<file path="src/rtl/dvp_capture_if.sv">
// Pixel stream leaving the DVP capture block: one-cycle strobe plus data, coordinates and line/frame markers.
interface dvp_capture_if #(
  parameter int PIXEL_WIDTH = 16,
  parameter int X_WIDTH     = 9,
  parameter int Y_WIDTH     = 8
);
  logic                   pix_valid;
  logic [PIXEL_WIDTH-1:0] pix_data;
  logic [X_WIDTH-1:0]     pix_x;
  logic [Y_WIDTH-1:0]     pix_y;
  logic                   sof;
  logic                   eol;

  modport master (output pix_valid, pix_data, pix_x, pix_y, sof, eol);
  modport slave  (input  pix_valid, pix_data, pix_x, pix_y, sof, eol);
endinterface

</file>
<file path="src/rtl/dvp_capture.sv">
// OV7725 DVP capture in the clk domain: oversampled pclk/href/vsync, RGB565 byte pairing, geometry checks.
// pix_valid lands 3..4 clk after the pin pclk edge of a pixel's second byte; there is no backpressure.
module dvp_capture #(
  parameter int VDATA_WIDTH = 10,
  parameter int ROW_NUM     = 240,
  parameter int PIXEL_NUM   = 320,
  parameter int PIXEL_WIDTH = 16,
  parameter int X_WIDTH     = 9,
  parameter int Y_WIDTH     = 8
) (
  input  logic                   clk,
  input  logic                   rstn,
  input  logic                   enable,
  input  logic                   pclk,
  input  logic                   vsync,
  input  logic                   href,
  input  logic [VDATA_WIDTH-1:0] vdata,
  dvp_capture_if.master          pix,
  output logic                   frame_done,
  output logic                   line_err,
  output logic                   frame_err
);

  localparam logic [X_WIDTH-1:0] X_END  = X_WIDTH'(PIXEL_NUM);
  localparam logic [X_WIDTH-1:0] X_LAST = X_WIDTH'(PIXEL_NUM - 1);
  localparam logic [X_WIDTH-1:0] X_MAX  = {X_WIDTH{1'b1}};
  localparam logic [Y_WIDTH-1:0] Y_END  = Y_WIDTH'(ROW_NUM);
  localparam logic [Y_WIDTH-1:0] Y_MAX  = {Y_WIDTH{1'b1}};

  typedef enum logic [1:0] {IDLE, WAIT_VS, ACTIVE} state_t;

  state_t state, next_state;

  logic [1:0] pclk_sr, vs_sr, href_sr;
  logic [7:0] byte_s1, byte_s2;
  logic       pclk_d, vs_d, href_d;

  logic [X_WIDTH-1:0]     x_q, x_n, px_q, px_n;
  logic [Y_WIDTH-1:0]     y_q, y_n, py_q, py_n;
  logic                   ph_q, ph_n;
  logic [7:0]             hi_q, hi_n;
  logic [PIXEL_WIDTH-1:0] pd_q, pd_n;
  logic                   pv_q, pv_n, sof_q, sof_n, eol_q, eol_n;
  logic                   fd_q, fd_n, le_q, le_n, fe_q, fe_n;

  logic pe, href_s, vs_s, href_fall, vs_rise, vs_fall, line_end;

  generate
    if (VDATA_WIDTH > 8) begin : g_low_bits
      logic unused_low_bits;
      assign unused_low_bits = ^vdata[VDATA_WIDTH-9:0];
    end
  endgenerate

  // The byte takes the same two-flop path as the strobes so it is aligned in the pe cycle.
  always_ff @(posedge clk or negedge rstn) begin
    if (!rstn) begin
      pclk_sr <= '0;
      vs_sr   <= '0;
      href_sr <= '0;
      byte_s1 <= '0;
      byte_s2 <= '0;
      pclk_d  <= 1'b0;
      vs_d    <= 1'b0;
      href_d  <= 1'b0;
    end else begin
      pclk_sr <= {pclk_sr[0], pclk};
      vs_sr   <= {vs_sr[0], vsync};
      href_sr <= {href_sr[0], href};
      byte_s1 <= vdata[VDATA_WIDTH-1 -: 8];
      byte_s2 <= byte_s1;
      pclk_d  <= pclk_sr[1];
      vs_d    <= vs_sr[1];
      href_d  <= href_sr[1];
    end
  end

  assign href_s    = href_sr[1];
  assign vs_s      = vs_sr[1];
  assign pe        = pclk_sr[1] & ~pclk_d;
  assign href_fall = href_d & ~href_s;
  assign vs_rise   = vs_s & ~vs_d;
  assign vs_fall   = ~vs_s & vs_d;
  // A frame ending while href is still high closes the open line first.
  assign line_end  = href_fall | (vs_rise & href_s);

  always_ff @(posedge clk or negedge rstn) begin
    if (!rstn) state <= IDLE;
    else       state <= next_state;
  end

  always_comb begin
    next_state = state;
    case (state)
      IDLE:    if (enable)  next_state = WAIT_VS;
      WAIT_VS: if (vs_fall) next_state = ACTIVE;
      ACTIVE:  if (vs_rise) next_state = enable ? WAIT_VS : IDLE;
      default: next_state = IDLE;
    endcase
  end

  always_comb begin
    x_n   = x_q;
    y_n   = y_q;
    ph_n  = ph_q;
    hi_n  = hi_q;
    pd_n  = pd_q;
    px_n  = px_q;
    py_n  = py_q;
    le_n  = le_q;
    fe_n  = fe_q;
    pv_n  = 1'b0;
    sof_n = 1'b0;
    eol_n = 1'b0;
    fd_n  = 1'b0;
    case (state)
      WAIT_VS: begin
        if (vs_fall) begin
          x_n  = '0;
          y_n  = '0;
          ph_n = 1'b0;
          le_n = 1'b0;
          fe_n = 1'b0;
        end
      end
      ACTIVE: begin
        if (pe && href_s) begin
          ph_n = ~ph_q;
          if (!ph_q) begin
            hi_n = byte_s2;
          end else begin
            if (y_q >= Y_END) begin
              fe_n = 1'b1;
            end else if (x_q >= X_END) begin
              le_n = 1'b1;
            end else begin
              pv_n  = 1'b1;
              pd_n  = PIXEL_WIDTH'({hi_q, byte_s2});
              px_n  = x_q;
              py_n  = y_q;
              sof_n = (x_q == '0) && (y_q == '0);
              eol_n = (x_q == X_LAST);
            end
            if (x_q != X_MAX) x_n = x_q + 1'b1;
          end
        end
        // Empty lines (nothing captured) do not count toward the frame height.
        if (line_end && ((x_n != '0) || ph_n)) begin
          if (ph_n || (x_n != X_END)) le_n = 1'b1;
          x_n  = '0;
          ph_n = 1'b0;
          if (y_q != Y_MAX) y_n = y_q + 1'b1;
        end
        if (vs_rise) begin
          if (y_n != Y_END) fe_n = 1'b1;
          fd_n = 1'b1;
        end
      end
      default: ;
    endcase
  end

  always_ff @(posedge clk or negedge rstn) begin
    if (!rstn) begin
      x_q   <= '0;
      y_q   <= '0;
      ph_q  <= 1'b0;
      hi_q  <= '0;
      pd_q  <= '0;
      px_q  <= '0;
      py_q  <= '0;
      pv_q  <= 1'b0;
      sof_q <= 1'b0;
      eol_q <= 1'b0;
      fd_q  <= 1'b0;
      le_q  <= 1'b0;
      fe_q  <= 1'b0;
    end else begin
      x_q   <= x_n;
      y_q   <= y_n;
      ph_q  <= ph_n;
      hi_q  <= hi_n;
      pd_q  <= pd_n;
      px_q  <= px_n;
      py_q  <= py_n;
      pv_q  <= pv_n;
      sof_q <= sof_n;
      eol_q <= eol_n;
      fd_q  <= fd_n;
      le_q  <= le_n;
      fe_q  <= fe_n;
    end
  end

  assign pix.pix_valid = pv_q;
  assign pix.pix_data  = pd_q;
  assign pix.pix_x     = px_q;
  assign pix.pix_y     = py_q;
  assign pix.sof       = sof_q;
  assign pix.eol       = eol_q;
  assign frame_done    = fd_q;
  assign line_err      = le_q;
  assign frame_err     = fe_q;

endmodule

</file>
<file path="src/flat_wrapper.sv">
// flat-port wrapper written by rule: the top's interface ports become plain ports
module dvp_capture_flat 
#(
  parameter int VDATA_WIDTH = 10,
  parameter int ROW_NUM     = 240,
  parameter int PIXEL_NUM   = 320,
  parameter int PIXEL_WIDTH = 16,
  parameter int X_WIDTH     = 9,
  parameter int Y_WIDTH     = 8
)
  (clk, rstn, enable, pclk, vsync, href, vdata, frame_done, line_err, frame_err, pix_pix_valid, pix_pix_data, pix_pix_x, pix_pix_y, pix_sof, pix_eol);
  dvp_capture_if #(.PIXEL_WIDTH(PIXEL_WIDTH), .X_WIDTH(X_WIDTH), .Y_WIDTH(Y_WIDTH)) pix_i ();
  input  logic clk;
  input  logic rstn;
  input  logic enable;
  input  logic pclk;
  input  logic vsync;
  input  logic href;
  input  logic [VDATA_WIDTH-1:0] vdata;
  output logic frame_done;
  output logic line_err;
  output logic frame_err;
  output wire logic [$bits(pix_i.pix_valid)-1:0] pix_pix_valid;
  output wire logic [$bits(pix_i.pix_data)-1:0] pix_pix_data;
  output wire logic [$bits(pix_i.pix_x)-1:0] pix_pix_x;
  output wire logic [$bits(pix_i.pix_y)-1:0] pix_pix_y;
  output wire logic [$bits(pix_i.sof)-1:0] pix_sof;
  output wire logic [$bits(pix_i.eol)-1:0] pix_eol;
  assign pix_pix_valid = pix_i.pix_valid;
  assign pix_pix_data = pix_i.pix_data;
  assign pix_pix_x = pix_i.pix_x;
  assign pix_pix_y = pix_i.pix_y;
  assign pix_sof = pix_i.sof;
  assign pix_eol = pix_i.eol;
  dvp_capture #(.VDATA_WIDTH(VDATA_WIDTH), .ROW_NUM(ROW_NUM), .PIXEL_NUM(PIXEL_NUM), .PIXEL_WIDTH(PIXEL_WIDTH), .X_WIDTH(X_WIDTH), .Y_WIDTH(Y_WIDTH)) u_core (.clk(clk), .rstn(rstn), .enable(enable), .pclk(pclk), .vsync(vsync), .href(href), .vdata(vdata), .pix(pix_i), .frame_done(frame_done), .line_err(line_err), .frame_err(frame_err));
endmodule
</file>
<file path="config.mk">
export PLATFORM = sky130hd
export DESIGN_NAME = dvp_capture_flat
export DESIGN_NICKNAME = d
export VERILOG_FILES = /design/src/rtl/dvp_capture_if.sv /design/src/rtl/dvp_capture.sv /design/src/flat_wrapper.sv
export SDC_FILE = /design/constraint.sdc
export NUM_CORES = 1
export LEC_CHECK = 0
export BUFFER_PORTS_ARGS = -buffer_cell sky130_fd_sc_hd__buf_2
export CAP_MARGIN = 10
export CORE_UTILIZATION = 32
export CTS_CLUSTER_SIZE = 25
export DETAILED_ROUTE_END_ITERATION = 8
export SETUP_SLACK_MARGIN = 0.15
export SKIP_CTS_REPAIR_TIMING = 1
export SLEW_MARGIN = 20
export SYNTH_ARGS = -nofsm -noshare
export SYNTH_HDL_FRONTEND = slang
export SYNTH_SLANG_ARGS = --single-unit
</file>
<file path="constraint.sdc">
create_clock -name clk -period 5.35 [get_ports clk]
set_clock_uncertainty 0.1 [all_clocks]
set_input_delay 0.535 -clock clk [delete_from_list [all_inputs] [get_ports clk]]
set_output_delay 0.535 -clock clk [all_outputs]
set_load 0.05 [all_outputs]
</file>
==> results of run 1 <==
[cell usage after synthesis (all sizes together), types with 3 or more instances]
| library cell | n |
|---|---|
| nor4 | 6 |
| nand2 | 103 |
| mux2i | 5 |
| ha | 4 |
| nand4 | 5 |
| nor2 | 17 |
| dfrtp | 92 |
| a211oi | 9 |
| nor2b | 3 |
| a31oi | 6 |
| and4 | 4 |
| buf | 12 |
| clkbuf | 9 |
| o21ai | 14 |
| a21oi | 8 |
| mux2 | 11 |
| nor3 | 8 |
| inv | 11 |
| and3 | 5 |
| and2 | 4 |
| nand2b | 3 |
| o22a | 4 |
| nand3 | 10 |
| xor2 | 3 |
[routing by layer]
metal	share of wire [%]	up-vias	global-route usage, %
li1	-	1413	-
met1	49	1449	20.7
met2	46	71	22.5
met3	3.8	16	3.24
met4	1.7	0	5.70
met5	0	-	0
[registers in the layout (all words and copies together) (netlist names), 2 cells and up]
| signal | count |
|---|---|
| u_core.byte_s1 | 8 |
| u_core.byte_s2 | 8 |
| u_core.hi_q | 8 |
| u_core.href_sr | 2 |
| u_core.pclk_sr | 2 |
| u_core.pix.pix_data | 16 |
| u_core.pix.pix_x | 9 |
| u_core.pix.pix_y | 8 |
| u_core.state | 2 |
| u_core.vs_sr | 2 |
| u_core.x_q | 9 |
| u_core.y_q | 8 |
[per-stage QoR]
stage | worst slack (ns) | hold WS, ns | cells | util [%]
2_1_floorplan | 2.85 | 0.139 | 383 | -
3_3_place_gp | 2.16 | 0.232 | 584 | 36.0
3_5_place_dp | 2.08 | 0.235 | 584 | 36.0
4_1_cts | 2.07 | -0.000436 | 600 | 38.5
5_1_grt | 1.83 | 0.00516 | 600 | 38.5
6_report | 2.02 | -0.0147 | 600 | 38.5
[critical path: stages, from the launching register on]
cell and delay, ns:
dfrtp_1 0.47, ha_1 0.33, and4_4 0.23, a211oi_1 0.27, xor2_1 0.32, nor4_4 0.12, a21boi_2 0.84, and3_1 0.36
mux2i_1 0.21
[where the power goes]
part | internal, W | total [W] | switching (W) | leakage (nW)
logic | 0.0000919 | 0.000277 | 0.000185 | 0.914
clock network | 0.000332 | 0.000641 | 0.000308 | 0.146
registers | 0.000756 | 0.000797 | 0.0000412 | 1.22
[logic make-up after synthesis]
kind of cell | count (synthesis) | share of synthesized area, %
AND/OR/NAND/NOR | 178 | 21.1
flip-flops | 92 | 58.0
AO/OA/AOI/OAI | 57 | 10.4
buffers and inverters | 32 | 4.03
multiplexers | 16 | 4.38
XOR/XNOR | 4 | 0.882
adder cells (fa/ha/maj) | 4 | 1.26
[worst max path at each step]
stage,startpoint,to,slack (ns),cells past startpoint
2_1_floorplan,u_core.x_q[0],u_core.x_q[2],2.85,9
3_3_place_gp,u_core.x_q[0],u_core.x_q[0],2.16,8
3_5_place_dp,u_core.x_q[0],u_core.y_q[0],2.08,8
4_1_cts,u_core.x_q[0],u_core.y_q[0],2.07,8
5_1_grt,u_core.x_q[1],u_core.y_q[0],1.83,8
6_report,u_core.x_q[0],u_core.y_q[0],2.02,8
[area by class of cell]
class	instances	area, sq um
Multi-Input combinational cell	259	1510
Inverter	11	41.3
Clock inverter	7	80.1
Clock buffer	9	225
Tap cell	168	210
Fill cell	1209	7420
Sequential cell	92	2300
Timing Repair Buffer	54	278
==> results.json, run 1 <==
{
  "viasPerCell": 4.92,
  "start_util_pct": 32.9,
  "most-common-layout-cells": "nand2_1 (103), dfrtp_1 (92), buf_2 (51)",
  "first_pass_iters": 4,
  "fmax_mhz": 300,
  "tns_ns": 0,
  "h-tree-depth": 3,
  "synth_seq_cells": 92,
  "worst_pin_slew_ns": 1.05,
  "rsz0062_at_grt": "no",
  "drt.antenna.violating_nets": 0,
  "grt_overflow": 0,
  "synthesis.area_sq_mm": 0.00397,
  "cts-root-buf": "clkbuf_16",
  "final_nets": 447,
  "place.detailed.hpwl_um": 5860,
  "critPathCaptureType": "register",
  "core_area_sq_mm": 0.0121,
  "cts_inserted_buffers": 9,
  "placed_cell_area_sq_mm": 0.00434,
  "port-buffer-count": 52,
  "wire_per_inst_um": 14.7,
  "grt_usage_pct": 14.8,
  "fin_crit_sh_pct": 62.3,
  "worst-endpoint-arrival_ns": 3.50,
  "layout_commonest_cell": "nand2_1",
  "syn_to_final_growth_pct": 17.0,
  "grt_pass1_wl_um": 15000,
  "ys_types": 51,
  "die_h_um": 113,
  "leakage_nw": 2.28,
  "place_congestion": 0.825,
  "reg2reg_to": "u_core.y_q[0]",
  "final_area_sq_mm": 0.00465,
  "async_flop_share_pct": 100,
  "cts_tree": "built",
  "die-area_sq_mm": 0.0129,
  "die_width_um": 113,
  "finalSetupViolCount": 0,
  "cts_sinks": 92,
  "ctsLongestPathBuffers": 2,
  "ys_seq_area_share_pct": 58.0,
  "timing.hold.ws_ns": -0.0147,
  "yosys_warnings": 0,
  "drtIter0Drc": 227,
  "critPathLaunchType": "register",
  "synthTopCellsByArea": "dfrtp_1 (58%), nand2_1 (9.7%), mux2_2 (3.1%), o21ai_0 (1.6%), nor2_1 (1.6%)",
  "avgSynthCellArea_sq_um": 10.4,
  "slew_headroom_pct": 29.3,
  "synth_top_cell_by_area": "dfrtp_1",
  "drt-total-wl_um": 8820,
  "r2r_slack_ns": 2.02,
  "hp-class": "input port to asynchronous set/reset pin",
  "synth_top_area_share_pct": 58.0,
  "drive_above_1_share_pct": 20.8,
  "io_pins": 55,
  "ir_worst_vdd_v": 0.000168,
  "syn_inst": 383,
  "finalMaxSlewViolations": 0,
  "drc": 0,
  "violations": "hold timing",
  "syn_nets": 403,
  "grt_pass1_vias": 2878,
  "finalHoldViolations": 20,
  "p_total_w": 0.00171,
  "clkTransAtPathRegs_ns": 0.08,
  "crit_fanout": 22,
  "cap_violations": 0,
  "synth_flop_cell": "dfrtp_1",
  "fin_crit_ns": 3.33,
  "clk_latency_ns": 0.35,
  "p_per_area_mw_per_mm2": 369,
  "num_vias": 2949,
  "worstRegToRegCells": 8,
  "status": "finished, violations left",
  "rr_startpoint": "u_core.x_q[0]",
  "grt_max_degree": 66,
  "antenna_found_initial": 0,
  "criticalPathCategory": "register to register",
  "synth_edf_count": 0,
  "n_antenna_cell": 0,
  "fp-row-count": 40,
  "required_ns": 5.52
}
No activity file was read; power rests on OpenSTA's default activity.
==> run 2: changes to the inputs <==
==> constraint.sdc (replaced) <==
create_clock -name clk -period 2.8 [get_ports clk]
set_clock_uncertainty 0.1 [all_clocks]
set_input_delay 0.28 -clock clk [delete_from_list [all_inputs] [get_ports clk]]
set_output_delay 0.28 -clock clk [all_outputs]
set_load 0.05 [all_outputs]
==> run 2 against run 1 <==
  * The flow now finishes without violations
  * Maximum frequency increased by 26%
  * Sequential cell count did not move
  * Via count grew 4.4%
  * Power up 96%
  * Critical endpoint is now u_core.x_q[2]
  * Highest routed layer unchanged
==> results.json, run 2 (synthesis results as in run 1) <==
{
  "path_delay_family": "simple AND/OR/NAND/NOR gates",
  "fmax_mhz": 379,
  "wire_per_inst_um": 14.6,
  "required_ns": 2.97,
  "final_nets": 486,
  "p_per_area_mw_per_mm2": 667,
  "port-buffer-count": 52,
  "drc": 0,
  "critPathSlowestCell": "dfrtp_1",
  "cts-root-buf": "clkbuf_16",
  "worst-endpoint-arrival_ns": 2.81,
  "most-common-layout-cells": "nand2_1 (103), dfrtp_1 (90), buf_2 (52)",
  "layout_commonest_cell": "nand2_1",
  "drtIter0Drc": 173,
  "finalHoldViolations": 0,
  "io_pins": 55,
  "tns_ns": 0,
  "cp-startpoint": "u_core.x_q[0]",
  "antenna_found_initial": 0,
  "finalSetupViolCount": 0,
  "rr_startpoint": "u_core.x_q[0]",
  "core_area_sq_mm": 0.0121,
  "n_antenna_cell": 0,
  "fin_crit_sh_pct": 94.3,
  "grt_pass1_wl_um": 14900,
  "clk_latency_ns": 0.34,
  "critPathLaunchType": "register",
  "worst_pin_slew_ns": 0.687,
  "cts_tree": "built",
  "viasPerCell": 4.82,
  "drive_above_1_share_pct": 27.0,
  "worst_path_largest_cell_delay_ns": 0.42,
  "crit_fanout": 10,
  "syn_to_final_growth_pct": 26.9,
  "hp-class": "input port to register",
  "reg2reg_to": "u_core.x_q[2]",
  "cap_violations": 0,
  "num_vias": 3079,
  "leakage_nw": 2.48,
  "cp_num_cells": 10,
  "die_h_um": 113,
  "largest_reg_flops": 16,
  "drt-total-wl_um": 9310,
  "grt_max_degree": 54,
  "slew_headroom_pct": 54.0,
  "cts_sinks": 92,
  "place_congestion": 0.878,
  "h-tree-depth": 3,
  "worstRegToRegCells": 10,
  "critPathCaptureType": "register",
  "grt_pass1_vias": 2958,
  "start_util_pct": 32.9,
  "drt.antenna.violating_nets": 0,
  "rsz0062_at_grt": "yes",
  "final_area_sq_mm": 0.00504,
  "fp-row-count": 40,
  "finalMaxSlewViolations": 0,
  "placed_cell_area_sq_mm": 0.00448,
  "cp_cell_sequence": "ha_2 > buf_6 > nand4_1 > nand2_1 > mux2_4 > nor4_4 > a21boi_2 > buf_4 > a311oi_1 > o22a_1",
  "ctsLongestPathBuffers": 2,
  "clkTransAtPathRegs_ns": 0.06,
  "status": "finished clean",
  "cts_inserted_buffers": 9,
  "die-area_sq_mm": 0.0129,
  "grt_overflow": 0,
  "place.detailed.hpwl_um": 6310,
  "die_width_um": 113,
  "utilization_pct": 41.8,
  "grt_usage_pct": 14.9,
  "min_from": "enable",
  "path_buf_inv": 2,
  "first_pass_iters": 4,
  "r2r_slack_ns": 0.16,
  "crit_path_end": "u_core.x_q[2]",
  "ir_worst_vdd_v": 0.000334,
  "fin_crit_ns": 2.64,
  "criticalPathCategory": "register to register"
}
==> run 2: cell types whose count changed in the layout (fill, tap and decap cells not counted), sizes merged <==
cell         change
buf             +27
dlygate4sd3     +12
clkinv           -2
bufinv           +1
clkbuf           +1
==> run 2: how the worst min path moves through the flow <==
stage / to / slack [ns] / cells after the start
floorplan: u_core.byte_s1[0] / -0.12 / 0
global placement: u_core.byte_s2[2] / 0.23 / 0
detailed placement: u_core.byte_s2[0] / 0.24 / 0
CTS: u_core.x_q[6] / -0.10 / 1
global route: u_core.state[0] / 0.15 / 3
finish: u_core.state[0] / 0.15 / 3
==> run 2: power by group <==
part           switching [W]  internal, W
sequential         0.0000804      0.00145
combinational       0.000383     0.000235
clock               0.000513     0.000703
total               0.000976      0.00238
==> run 2: cell type report <==
type / instances / area, sq um
Fill cell: 1179 / 7020
Clock buffer: 10 / 229
Inverter: 11 / 41.3
Clock inverter: 6 / 71.3
Timing Repair Buffer: 93 / 626
Sequential cell: 92 / 2300
Tap cell: 168 / 210
Multi-Input combinational cell: 259 / 1560
==> run 2: stage by stage <==
step	hold slack, ns	instances	setup slack, ns	power, W
detailed placement	0.236	601	0.0811	0.00211
global route	0.150	639	0.0772	0.00351
floorplan	-0.116	383	0.305	0.00193
finish	0.145	639	0.160	0.00336
global placement	0.232	601	0.173	0.00209
CTS	-0.103	617	0.0613	0.00334
==> run 2: worst register-to-register path: stages, from the launching register on <==
cell and delay [ns]:
dfrtp_1 0.42, ha_2 0.21, buf_6 0.13, nand4_1 0.18, nand2_1 0.09, mux2_4 0.28
nor4_4 0.39, a21boi_2 0.14, buf_4 0.21, a311oi_1 0.25, o22a_1 0.18
==> run 2: layer usage <==
metal	part of all wire (%)	vias up	global-route usage (%)
li1	-	1486	-
met4	0.78	0	4.12
met5	0	-	0
met3	4.0	4	4.30
met1	46	1527	19.3
met2	49	62	24.3
==> run 3: changes to the inputs <==
--- a/config.mk
+++ b/config.mk
@@ -7,9 +7,10 @@
 export LEC_CHECK = 0
 export BUFFER_PORTS_ARGS = -buffer_cell sky130_fd_sc_hd__buf_2
 export CAP_MARGIN = 10
-export CORE_UTILIZATION = 32
+export CORE_UTILIZATION = 51
 export CTS_CLUSTER_SIZE = 25
 export DETAILED_ROUTE_END_ITERATION = 8
+export PLACE_DENSITY = 0.75
 export SETUP_SLACK_MARGIN = 0.15
 export SKIP_CTS_REPAIR_TIMING = 1
 export SLEW_MARGIN = 20
==> run 3 against run 2 <==
  * Wire length down 4.7%
  * Cell area shrank 5.8%
  * Power decreased by 10%
  * Sequential cell count unchanged
  * Largest power group unchanged
==> results.json, run 3 (synthesis results as in run 1) <==
{
  "cts_inserted_buffers": 9,
  "p_per_area_mw_per_mm2": 636,
  "grt_usage_pct": 23.2,
  "core_area_sq_mm": 0.00741,
  "path_buf_inv": 2,
  "cts_tree": "built",
  "n_antenna_cell": 0,
  "most-common-layout-cells": "nand2_1 (103), dfrtp_1 (91), buf_2 (51)",
  "slew_headroom_pct": 55.4,
  "final_nets": 476,
  "layout.cells.non_filler": 559,
  "r2r_slack_ns": 0.24,
  "drtIter0Drc": 188,
  "clk_latency_ns": 0.37,
  "die_width_um": 90.2,
  "grt_pass1_vias": 2904,
  "finalHoldViolations": 0,
  "drt.antenna.violating_nets": 0,
  "h-tree-depth": 3,
  "num_vias": 3044,
  "cp_cell_sequence": "buf_4 > nand2_1 > nor3_2 > mux2_2 > nor4_4 > a21boi_2 > buf_4 > and3_1 > a211oi_2",
  "fmax_mhz": 391,
  "syn_to_final_growth_pct": 19.6,
  "viasPerCell": 5.45,
  "place.detailed.hpwl_um": 5950,
  "cts-root-buf": "clkbuf_8",
  "place_congestion": 0.885,
  "critPathSlowestCell": "dfrtp_1",
  "die-area_sq_mm": 0.00814,
  "utilization_pct": 64.1,
  "dp_cells": 530,
  "fin_crit_sh_pct": 91.3,
  "io_pins": 55,
  "worst_pin_slew_ns": 0.667,
  "largest_reg_flops": 16,
  "grt_overflow": 0,
  "drc": 0,
  "status": "finished clean",
  "ir_worst_vdd_v": 0.000349,
  "worst_path_largest_cell_delay_ns": 0.41,
  "critPathLaunchType": "register",
  "drive_above_1_share_pct": 25.0,
  "critPathCaptureType": "register",
  "crit_fanout": 13,
  "fp-row-count": 31,
  "leakage_nw": 2.36,
  "required_ns": 2.99,
  "port-buffer-count": 52,
  "antenna_found_initial": 0,
  "grt_max_degree": 46,
  "criticalPathCategory": "register to register",
  "grtUsageMet1_pct": 32.2,
  "layout_commonest_cell": "nand2_1",
  "clkTransAtPathRegs_ns": 0.09,
  "finalSetupViolCount": 0,
  "grt_busiest_layer": "met2",
  "drt-total-wl_um": 8870,
  "first_pass_iters": 5,
  "start_util_pct": 53.6,
  "wire_per_inst_um": 15.9,
  "worst-endpoint-arrival_ns": 2.75,
  "finalMaxSlewViolations": 0,
  "tns_ns": 0,
  "grt_util_met3_pct": 3.38,
  "path_delay_family": "simple AND/OR/NAND/NOR gates",
  "grtUsageMet2_pct": 36.1,
  "die_h_um": 90.2,
  "rsz0062_at_grt": "no",
  "hp-class": "input port to register",
  "cap_violations": 0,
  "fin_crit_ns": 2.56,
  "cts_sinks": 92,
  "ctsLongestPathBuffers": 2,
  "cpMostUsedCell": "buf_4",
  "grt_pass1_wl_um": 14800
}
[run 3: tightest hold or removal path, stage by stage]
cell and delay (ns):
buf_2 0.08, mux2i_1 0.05, o21ai_0 0.12
[run 3: final timing paths]
path / start / to / cells past startpoint
setup reg to reg: u_core.x_q[0] / u_core.y_q[3] / 9
max in group asynchronous: rstn / u_core.x_q[3] / 3
setup / recovery: u_core.x_q[0] / u_core.y_q[3] / 9
hold / removal: enable / u_core.state[0] / 3
min in group asynchronous: rstn / u_core.href_sr[0] / 2
hold reg to reg: u_core.vs_sr[0] / u_core.vs_sr[1] / 0
[run 3: where the power goes]
part           total (W)  switching [W]  internal (W)  leakage, nW
Sequential       0.00152      0.0000766       0.00144         1.21
Clock           0.000905       0.000488      0.000417       0.0927
Combinational   0.000597       0.000380      0.000217         1.06
[run 3: per-layer routing]
layer	wire, um	part of all wire [%]
met5	0	0
met3	357	4.0
met4	240	2.7
met2	4260	48
met1	4020	45
[run 3: through the flow]
stage	hold slack [ns]	total power, W	instance area (sq um)	worst slack [ns]
2_1_floorplan	-0.116	0.00193	3970	0.305
3_3_place_gp	0.226	0.00210	4380	0.209
3_5_place_dp	0.230	0.00212	4380	0.134
4_1_cts	-0.176	0.00303	4570	0.101
5_1_grt	0.141	0.00316	4750	0.0992
6_report	0.106	0.00302	4750	0.244
[run 3: layout make-up]
| type | count | area [sq um] |
|---|---|---|
| clock buffers | 9 | 124 |
| multi-input cells | 259 | 1550 |
| fillers | 613 | 2660 |
| inverters | 11 | 41.3 |
| flip-flops and latches | 92 | 2300 |
| well taps | 99 | 124 |
| repair buffers | 83 | 538 |
| clock inverters | 6 | 71.3 |
